## src/rtl/pc_pkg.sv

```systemverilog
// Shared opcode definitions for the program-counter sequencer.
package pc_pkg;

  localparam int unsigned OPCODE_W = 3;

  typedef enum logic [OPCODE_W-1:0] {
    OP_HOLD   = 3'b000,
    OP_INC    = 3'b001,
    OP_JMP    = 3'b010,
    OP_BRR    = 3'b011,
    OP_CALL   = 3'b100,
    OP_RET    = 3'b101,
    OP_RST    = 3'b110,
    OP_CLRERR = 3'b111
  } opcode_e;

endpackage

```

## src/rtl/pc_ret_stack.sv

```systemverilog
// LIFO return-address stack. Callers guarantee push/pop are never
// requested when full/empty respectively; entries above count are stale.
module pc_ret_stack
  import pc_pkg::*;
#(
  parameter int unsigned ADDR_W      = 16,
  parameter int unsigned STACK_DEPTH = 8
) (
  input  logic                           clk_i,
  input  logic                           rst_i,
  input  logic                           clr_i,
  input  logic                           push_i,
  input  logic                           pop_i,
  input  logic [ADDR_W-1:0]              push_data_i,
  output logic [ADDR_W-1:0]              top_data_o,
  output logic [$clog2(STACK_DEPTH):0]   count_o
);

  localparam int unsigned IDX_W = $clog2(STACK_DEPTH);
  localparam int unsigned SP_W  = IDX_W + 1;

  logic [ADDR_W-1:0] mem_q [STACK_DEPTH];
  logic [SP_W-1:0]   count_q;
  logic [SP_W-1:0]   count_d;
  logic [SP_W-1:0]   top_idx;

  assign top_idx    = count_q - SP_W'(1);
  assign top_data_o = mem_q[top_idx[IDX_W-1:0]];
  assign count_o    = count_q;

  // Occupancy update: clear wins, otherwise one push or one pop.
  always_comb begin
    count_d = count_q;
    if (clr_i) begin
      count_d = '0;
    end else if (push_i) begin
      count_d = count_q + SP_W'(1);
    end else if (pop_i) begin
      count_d = count_q - SP_W'(1);
    end
  end

  // Occupancy register; contents are deliberately not reset.
  always_ff @(negedge clk_i or posedge rst_i) begin
    if (rst_i) begin
      count_q <= '0;
    end else begin
      count_q <= count_d;
    end
  end

  // Entry storage: a push writes the slot just above the current top.
  always_ff @(negedge clk_i) begin
    if (push_i && !clr_i) begin
      mem_q[count_q[IDX_W-1:0]] <= push_data_i;
    end
  end

endmodule

```

## src/rtl/pc_seq_unit.sv

```systemverilog
// Program-counter sequencer with call/return stack and sticky
// overflow/underflow flags. All state advances on the falling clock edge.
module pc_seq_unit
  import pc_pkg::*;
#(
  parameter int unsigned       ADDR_W      = 16,
  parameter int unsigned       STACK_DEPTH = 8,
  parameter logic [ADDR_W-1:0] RESET_VEC   = '0
) (
  input  logic                          I_CLK,
  input  logic                          I_RST,
  input  logic                          I_EN,
  input  logic [OPCODE_W-1:0]           I_OPCODE,
  input  logic [ADDR_W-1:0]             I_PC,
  input  logic [ADDR_W-1:0]             I_OFFSET,
  output logic [ADDR_W-1:0]             O_PC,
  output logic [$clog2(STACK_DEPTH):0]  O_SP,
  output logic                          O_FULL,
  output logic                          O_EMPTY,
  output logic                          O_OVF,
  output logic                          O_UNF
);

  localparam int unsigned SP_W = $clog2(STACK_DEPTH) + 1;

  opcode_e           op;
  logic [ADDR_W-1:0] pc_q, pc_d;
  logic              ovf_q, ovf_d;
  logic              unf_q, unf_d;
  logic              push, pop, clr;
  logic [ADDR_W-1:0] ret_addr;
  logic [ADDR_W-1:0] top_data;
  logic [SP_W-1:0]   sp;
  logic              full, empty;

  assign op       = opcode_e'(I_OPCODE);
  assign ret_addr = pc_q + ADDR_W'(1);
  assign full     = (sp == SP_W'(STACK_DEPTH));
  assign empty    = (sp == '0);

  pc_ret_stack #(
    .ADDR_W      (ADDR_W),
    .STACK_DEPTH (STACK_DEPTH)
  ) u_stack (
    .clk_i       (I_CLK),
    .rst_i       (I_RST),
    .clr_i       (clr),
    .push_i      (push),
    .pop_i       (pop),
    .push_data_i (ret_addr),
    .top_data_o  (top_data),
    .count_o     (sp)
  );

  // Opcode decode: next PC, stack requests and error flags.
  always_comb begin
    pc_d  = pc_q;
    ovf_d = ovf_q;
    unf_d = unf_q;
    push  = 1'b0;
    pop   = 1'b0;
    clr   = 1'b0;
    if (I_EN) begin
      case (op)
        OP_INC: pc_d = pc_q + ADDR_W'(1);
        OP_JMP: pc_d = I_PC;
        OP_BRR: pc_d = pc_q + I_OFFSET;
        OP_CALL: begin
          if (full) begin
            ovf_d = 1'b1;
          end else begin
            push = 1'b1;
            pc_d = I_PC;
          end
        end
        OP_RET: begin
          if (empty) begin
            unf_d = 1'b1;
          end else begin
            pop  = 1'b1;
            pc_d = top_data;
          end
        end
        OP_RST: begin
          pc_d  = RESET_VEC;
          ovf_d = 1'b0;
          unf_d = 1'b0;
          clr   = 1'b1;
        end
        OP_CLRERR: begin
          ovf_d = 1'b0;
          unf_d = 1'b0;
        end
        default: pc_d = pc_q;
      endcase
    end
  end

  // PC and sticky flag registers.
  always_ff @(negedge I_CLK or posedge I_RST) begin
    if (I_RST) begin
      pc_q  <= RESET_VEC;
      ovf_q <= 1'b0;
      unf_q <= 1'b0;
    end else begin
      pc_q  <= pc_d;
      ovf_q <= ovf_d;
      unf_q <= unf_d;
    end
  end

  assign O_PC    = pc_q;
  assign O_SP    = sp;
  assign O_FULL  = full;
  assign O_EMPTY = empty;
  assign O_OVF   = ovf_q;
  assign O_UNF   = unf_q;

endmodule

```

## config.mk

```make
export PLATFORM = sky130hd
export DESIGN_NAME = pc_seq_unit
export DESIGN_NICKNAME = d
export VERILOG_FILES = /design/src/rtl/pc_pkg.sv /design/src/rtl/pc_ret_stack.sv /design/src/rtl/pc_seq_unit.sv
export SDC_FILE = /design/constraint.sdc
export NUM_CORES = 1
export LEC_CHECK = 0
export ABC_CLOCK_PERIOD_IN_PS = 4970
export CAP_MARGIN = 20
export CORE_ASPECT_RATIO = 1.4
export CORE_UTILIZATION = 37
export CTS_CLUSTER_DIAMETER = 40
export CTS_CLUSTER_SIZE = 40
export DETAILED_ROUTE_END_ITERATION = 10
export GPL_ROUTABILITY_DRIVEN = 0
export GPL_TIMING_DRIVEN = 1
export PLACE_DENSITY = 0.52
export SLEW_MARGIN = 40
export SYNTH_ARGS = -nofsm -noshare
export SYNTH_HDL_FRONTEND = slang
export SYNTH_SLANG_ARGS = --single-unit
```

## constraint.sdc

```tcl
create_clock -name I_CLK -period 4.97 [get_ports I_CLK]
set_input_delay 0.497 -clock I_CLK [delete_from_list [all_inputs] [get_ports I_CLK]]
set_output_delay 0.497 -clock I_CLK [all_outputs]
set_load 0.005 [all_outputs]
```

==> reports/qor.log <==
[synth] Yosys cell types 68
[timing] setup violators final 0
[hold_path] HP Class flip-flop to flip-flop
[drt] WL per Instance 19.3 µm
[synth] proportion of synthesized flip-flops having asynchronous set or reset 0.147
[power_and_ir_drop] power density over the cells 577 nW/µm²
[global_route] All-Layer GR Usage 0.214
[timing] Relative slew margins 0.485
[final_layout] most common library cell in the layout ignoring fill and taps sky130_fd_sc_hd__inv_1
[timing] number of failing hold endpoints at the final stage 0
[clock_tree] clock tree root buffer cell sky130_fd_sc_hd__clkbuf_16
[global_route] via count of the first global-routing pass 6242
[synth] commonest register cell after synthesis sky130_fd_sc_hd__edfxtp_1
[drt] Routed Antenna Nets 0
[floorplan] Die Span X 122 µm
[floorplan] placement row count 61
[drt] total number of vias 5879
[drt] first drt pass iteration count 7
[critical_path] Crit. End Element output port
[timing] final max-slew violation count 0
[synth] warning count from the yosys run 0
[synth] Syn Std Cell Area 7510 µm²
[final_layout] net count reported at finish 885
[final_layout] number of antenna cells inserted 0
[power_and_ir_drop] peak ir drop on the vdd network 0.330 mV
[place] Post-Place Cells 934
[floorplan] initial core utilization 0.377
[clock_tree] number of buffers inserted by post-CTS setup repair 0
[drt] average via count per standard cell 5.38
[timing] Setup TNS Final 0 ns
[final_layout] Final Cell Area 10200 µm²
[final_layout] count of placed standard cells in the final layout, fillers left out 1093
[timing] setup repair after global routing missed its margin false
[final_layout] commonest cells after routing, fill and taps aside 140 x sky130_fd_sc_hd__inv_1, 128 x sky130_fd_sc_hd__edfxtp_1, 84 x sky130_fd_sc_hd__buf_4, 60 x sky130_fd_sc_hd__clkdlybuf4s50_1, 57 x sky130_fd_sc_hd__nand2_1
[clock_tree] Clk Latency, worst-skew pair 0.46 ns
[drt] final WL 21100 µm
[timing] slew at the pin closest to its max-slew limit 0.767 ns
[floorplan] ports placed on the boundary 62
[clock_tree] clock slew at the register clock pins of the worst setup and hold paths 0.06 ns
[critical_path] reg-to-reg setup timing slack 2.15 ns
[clock_tree] Bufs on Longest Clock Path 2
[final_layout] Area Growth Syn to Fin 36.0%
[synth] post-synthesis cell count 559
[synth] count of flip-flops with a built-in enable after synthesis 128
[clock_tree] CTS tree built
[power_and_ir_drop] reported leakage power 4.20 nW
[floorplan] Die Y 171 µm
[global_route] wire length of the first global-routing pass 32700 µm
[critical_path] Max Fanout on Critical Path 2
[critical_path] slowest stage delay, CP 0.58 ns
[global_route] largest net degree at the start of global routing 41
[floorplan] Placeable Area 19900 µm²
[floorplan] Die Outline Area 20900 µm²
[timing] post-route clock skew 0.0660 ns
[place] total of buffers placed on input and output ports 61
[synth] cell type with the highest aggregate area in the netlist sky130_fd_sc_hd__edfxtp_1
[critical_path] type of origin of the critical path flip-flop
[critical_path] Slowest cell on crit path sky130_fd_sc_hd__clkdlybuf4s50_1
[critical_path] WP data required 4.47 ns
[place] area post-placement 9050 µm²
[critical_path] worst path bufs/invs 2
[critical_path] ordered cell list for the critical path inv_1, ha_2, nor3b_4, clkdlybuf4s50_1
[global_route] antenna violations before repair 0
[drt] drt drc 0
[place] HPWL after DPL 14700 µm
[critical_path] category of the most critical setup path flip-flop to output port
[synth] area share of the largest cell type after synthesis 0.511
[run_status] run status finished, final reports clean
[synth] number of synthesized register bits 150
[clock_tree] Sinks on Clock Net 150
[synth] synthesized area per cell 13.4 µm²
[synth] net count of the mapped netlist 616
[clock_tree] clock buffer count from CTS 17
[critical_path] arrival time worst endpoint 4.40 ns
[drt] first-iteration detailed-routing DRC count 348
[global_route] Remaining Overflow, GRT 0
[flow_run] max-capacitance violation count 0
[critical_path] crit-path leading delay family buffers and inverters
[clock_tree] depth of the CTS H-tree 4
[synth] Synth area leaders sky130_fd_sc_hd__edfxtp_1 51%, sky130_fd_sc_hd__mux4_2 7.5%, sky130_fd_sc_hd__dfrtn_1 7.3%
[synth] share of the yosys chip area belonging to registers 0.585
[final_layout] fraction of final layout cells with drive strength greater than 1 0.202
cell families after synthesis:
logic type	Yosys count	share of synthesized area
AND/OR/NAND/NOR	159	0.102
multiplexers	36	0.105
AO/OA/AOI/OAI	127	0.112
XOR/XNOR	26	0.0313
flip-flops	150	0.585
adder cells (fa/ha/maj)	20	0.0340
buffers and inverters	41	0.0308
worst reg2reg max path, delay by kind of cell, from the launching register on:
family | cells | cell delay, ns
buffers and inverters | 2 | 0.76
flip-flops | 1 | 0.41
multiplexers | 1 | 0.61
AO/OA/AOI/OAI | 4 | 0.89
registers in the layout, indices dropped and copies added (netlist names):
| name | count |
|---|---|
| O_OVF | 1 |
| O_PC | 16 |
| O_UNF | 1 |
| u_stack.count_o | 4 |
| u_stack.mem_q | 128 |
cell usage after synthesis, types with 3 or more instances:
master                     instances
sky130_fd_sc_hd__a22o_1            5
sky130_fd_sc_hd__buf_2             9
sky130_fd_sc_hd__mux4_2           25
sky130_fd_sc_hd__o22ai_1           7
sky130_fd_sc_hd__a211o_1           4
sky130_fd_sc_hd__xnor2_1          20
sky130_fd_sc_hd__buf_4             4
sky130_fd_sc_hd__o21ai_0          16
sky130_fd_sc_hd__or2_2             3
sky130_fd_sc_hd__nor4_1            4
sky130_fd_sc_hd__a31oi_1          11
sky130_fd_sc_hd__ha_1             18
sky130_fd_sc_hd__nand4_1           5
sky130_fd_sc_hd__o21a_1            6
sky130_fd_sc_hd__a21oi_1          38
sky130_fd_sc_hd__edfxtp_1        128
sky130_fd_sc_hd__a221oi_1          3
sky130_fd_sc_hd__mux4_1            7
sky130_fd_sc_hd__clkbuf_1          9
sky130_fd_sc_hd__nor4bb_1          3
sky130_fd_sc_hd__dfrtn_1          22
sky130_fd_sc_hd__nor2_1           34
sky130_fd_sc_hd__inv_1            13
sky130_fd_sc_hd__nor3_1           14
sky130_fd_sc_hd__a21o_1            4
sky130_fd_sc_hd__xor2_1            5
sky130_fd_sc_hd__nand2b_1          8
sky130_fd_sc_hd__a211oi_1          7
sky130_fd_sc_hd__and3_1            4
sky130_fd_sc_hd__nand2_1          57
sky130_fd_sc_hd__nand3_1          14
path summary, 6_finish.rpt:
kind,from,end,depth (start not counted)
setup / recovery,u_stack.count_o[0],O_EMPTY,4
hold / removal,O_OVF,O_OVF,2
hold reg to reg,O_OVF,O_OVF,2
max in group asynchronous,I_RST,O_PC[9],3
setup reg to reg,u_stack.count_o[0],O_PC[13],7
min in group asynchronous,I_RST,O_PC[2],3
layout make-up:
cell class / count / area [µm²]
timing repair buffer: 151 / 1360
tap: 252 / 315
clock buffer: 17 / 425
fill: 1734 / 9700
multi-input combinational: 368 / 2970
sequential: 150 / 4390
inverter: 12 / 45.0
clock inverter: 143 / 702
power breakdown:
part	internal (W)	switching, W
clock	0.000922	0.000875
sequential	0.00166	0.000142
combinational	0.00108	0.00123
repair_timing:
item	in CTS	in global routing
endpoints found under the setup margin	4	6
hold buffers	0	0
resized for setup	3	7
routing by layer:
| metal | part of all wire | GRT usage |
|---|---|---|
| met2 | 0.53 | 0.375 |
| met5 | 0 | 0 |
| met4 | 0.026 | 0.108 |
| met3 | 0.040 | 0.0583 |
| met1 | 0.40 | 0.235 |
per-stage QoR:
step	hold WS, ns	util	setup WS (ns)	power [W]
3_5_place_dp	0.545	0.454	-0.568	0.00423
2_1_floorplan	0.449	-	-0.441	0.00330
6_report	0.547	0.513	0.0765	0.00590
3_3_place_gp	0.504	0.454	-0.494	0.00419
4_1_cts	0.547	0.511	0.00145	0.00594
5_1_grt	0.577	0.513	0.0277	0.00632
(Power assumes the default switching activity.)
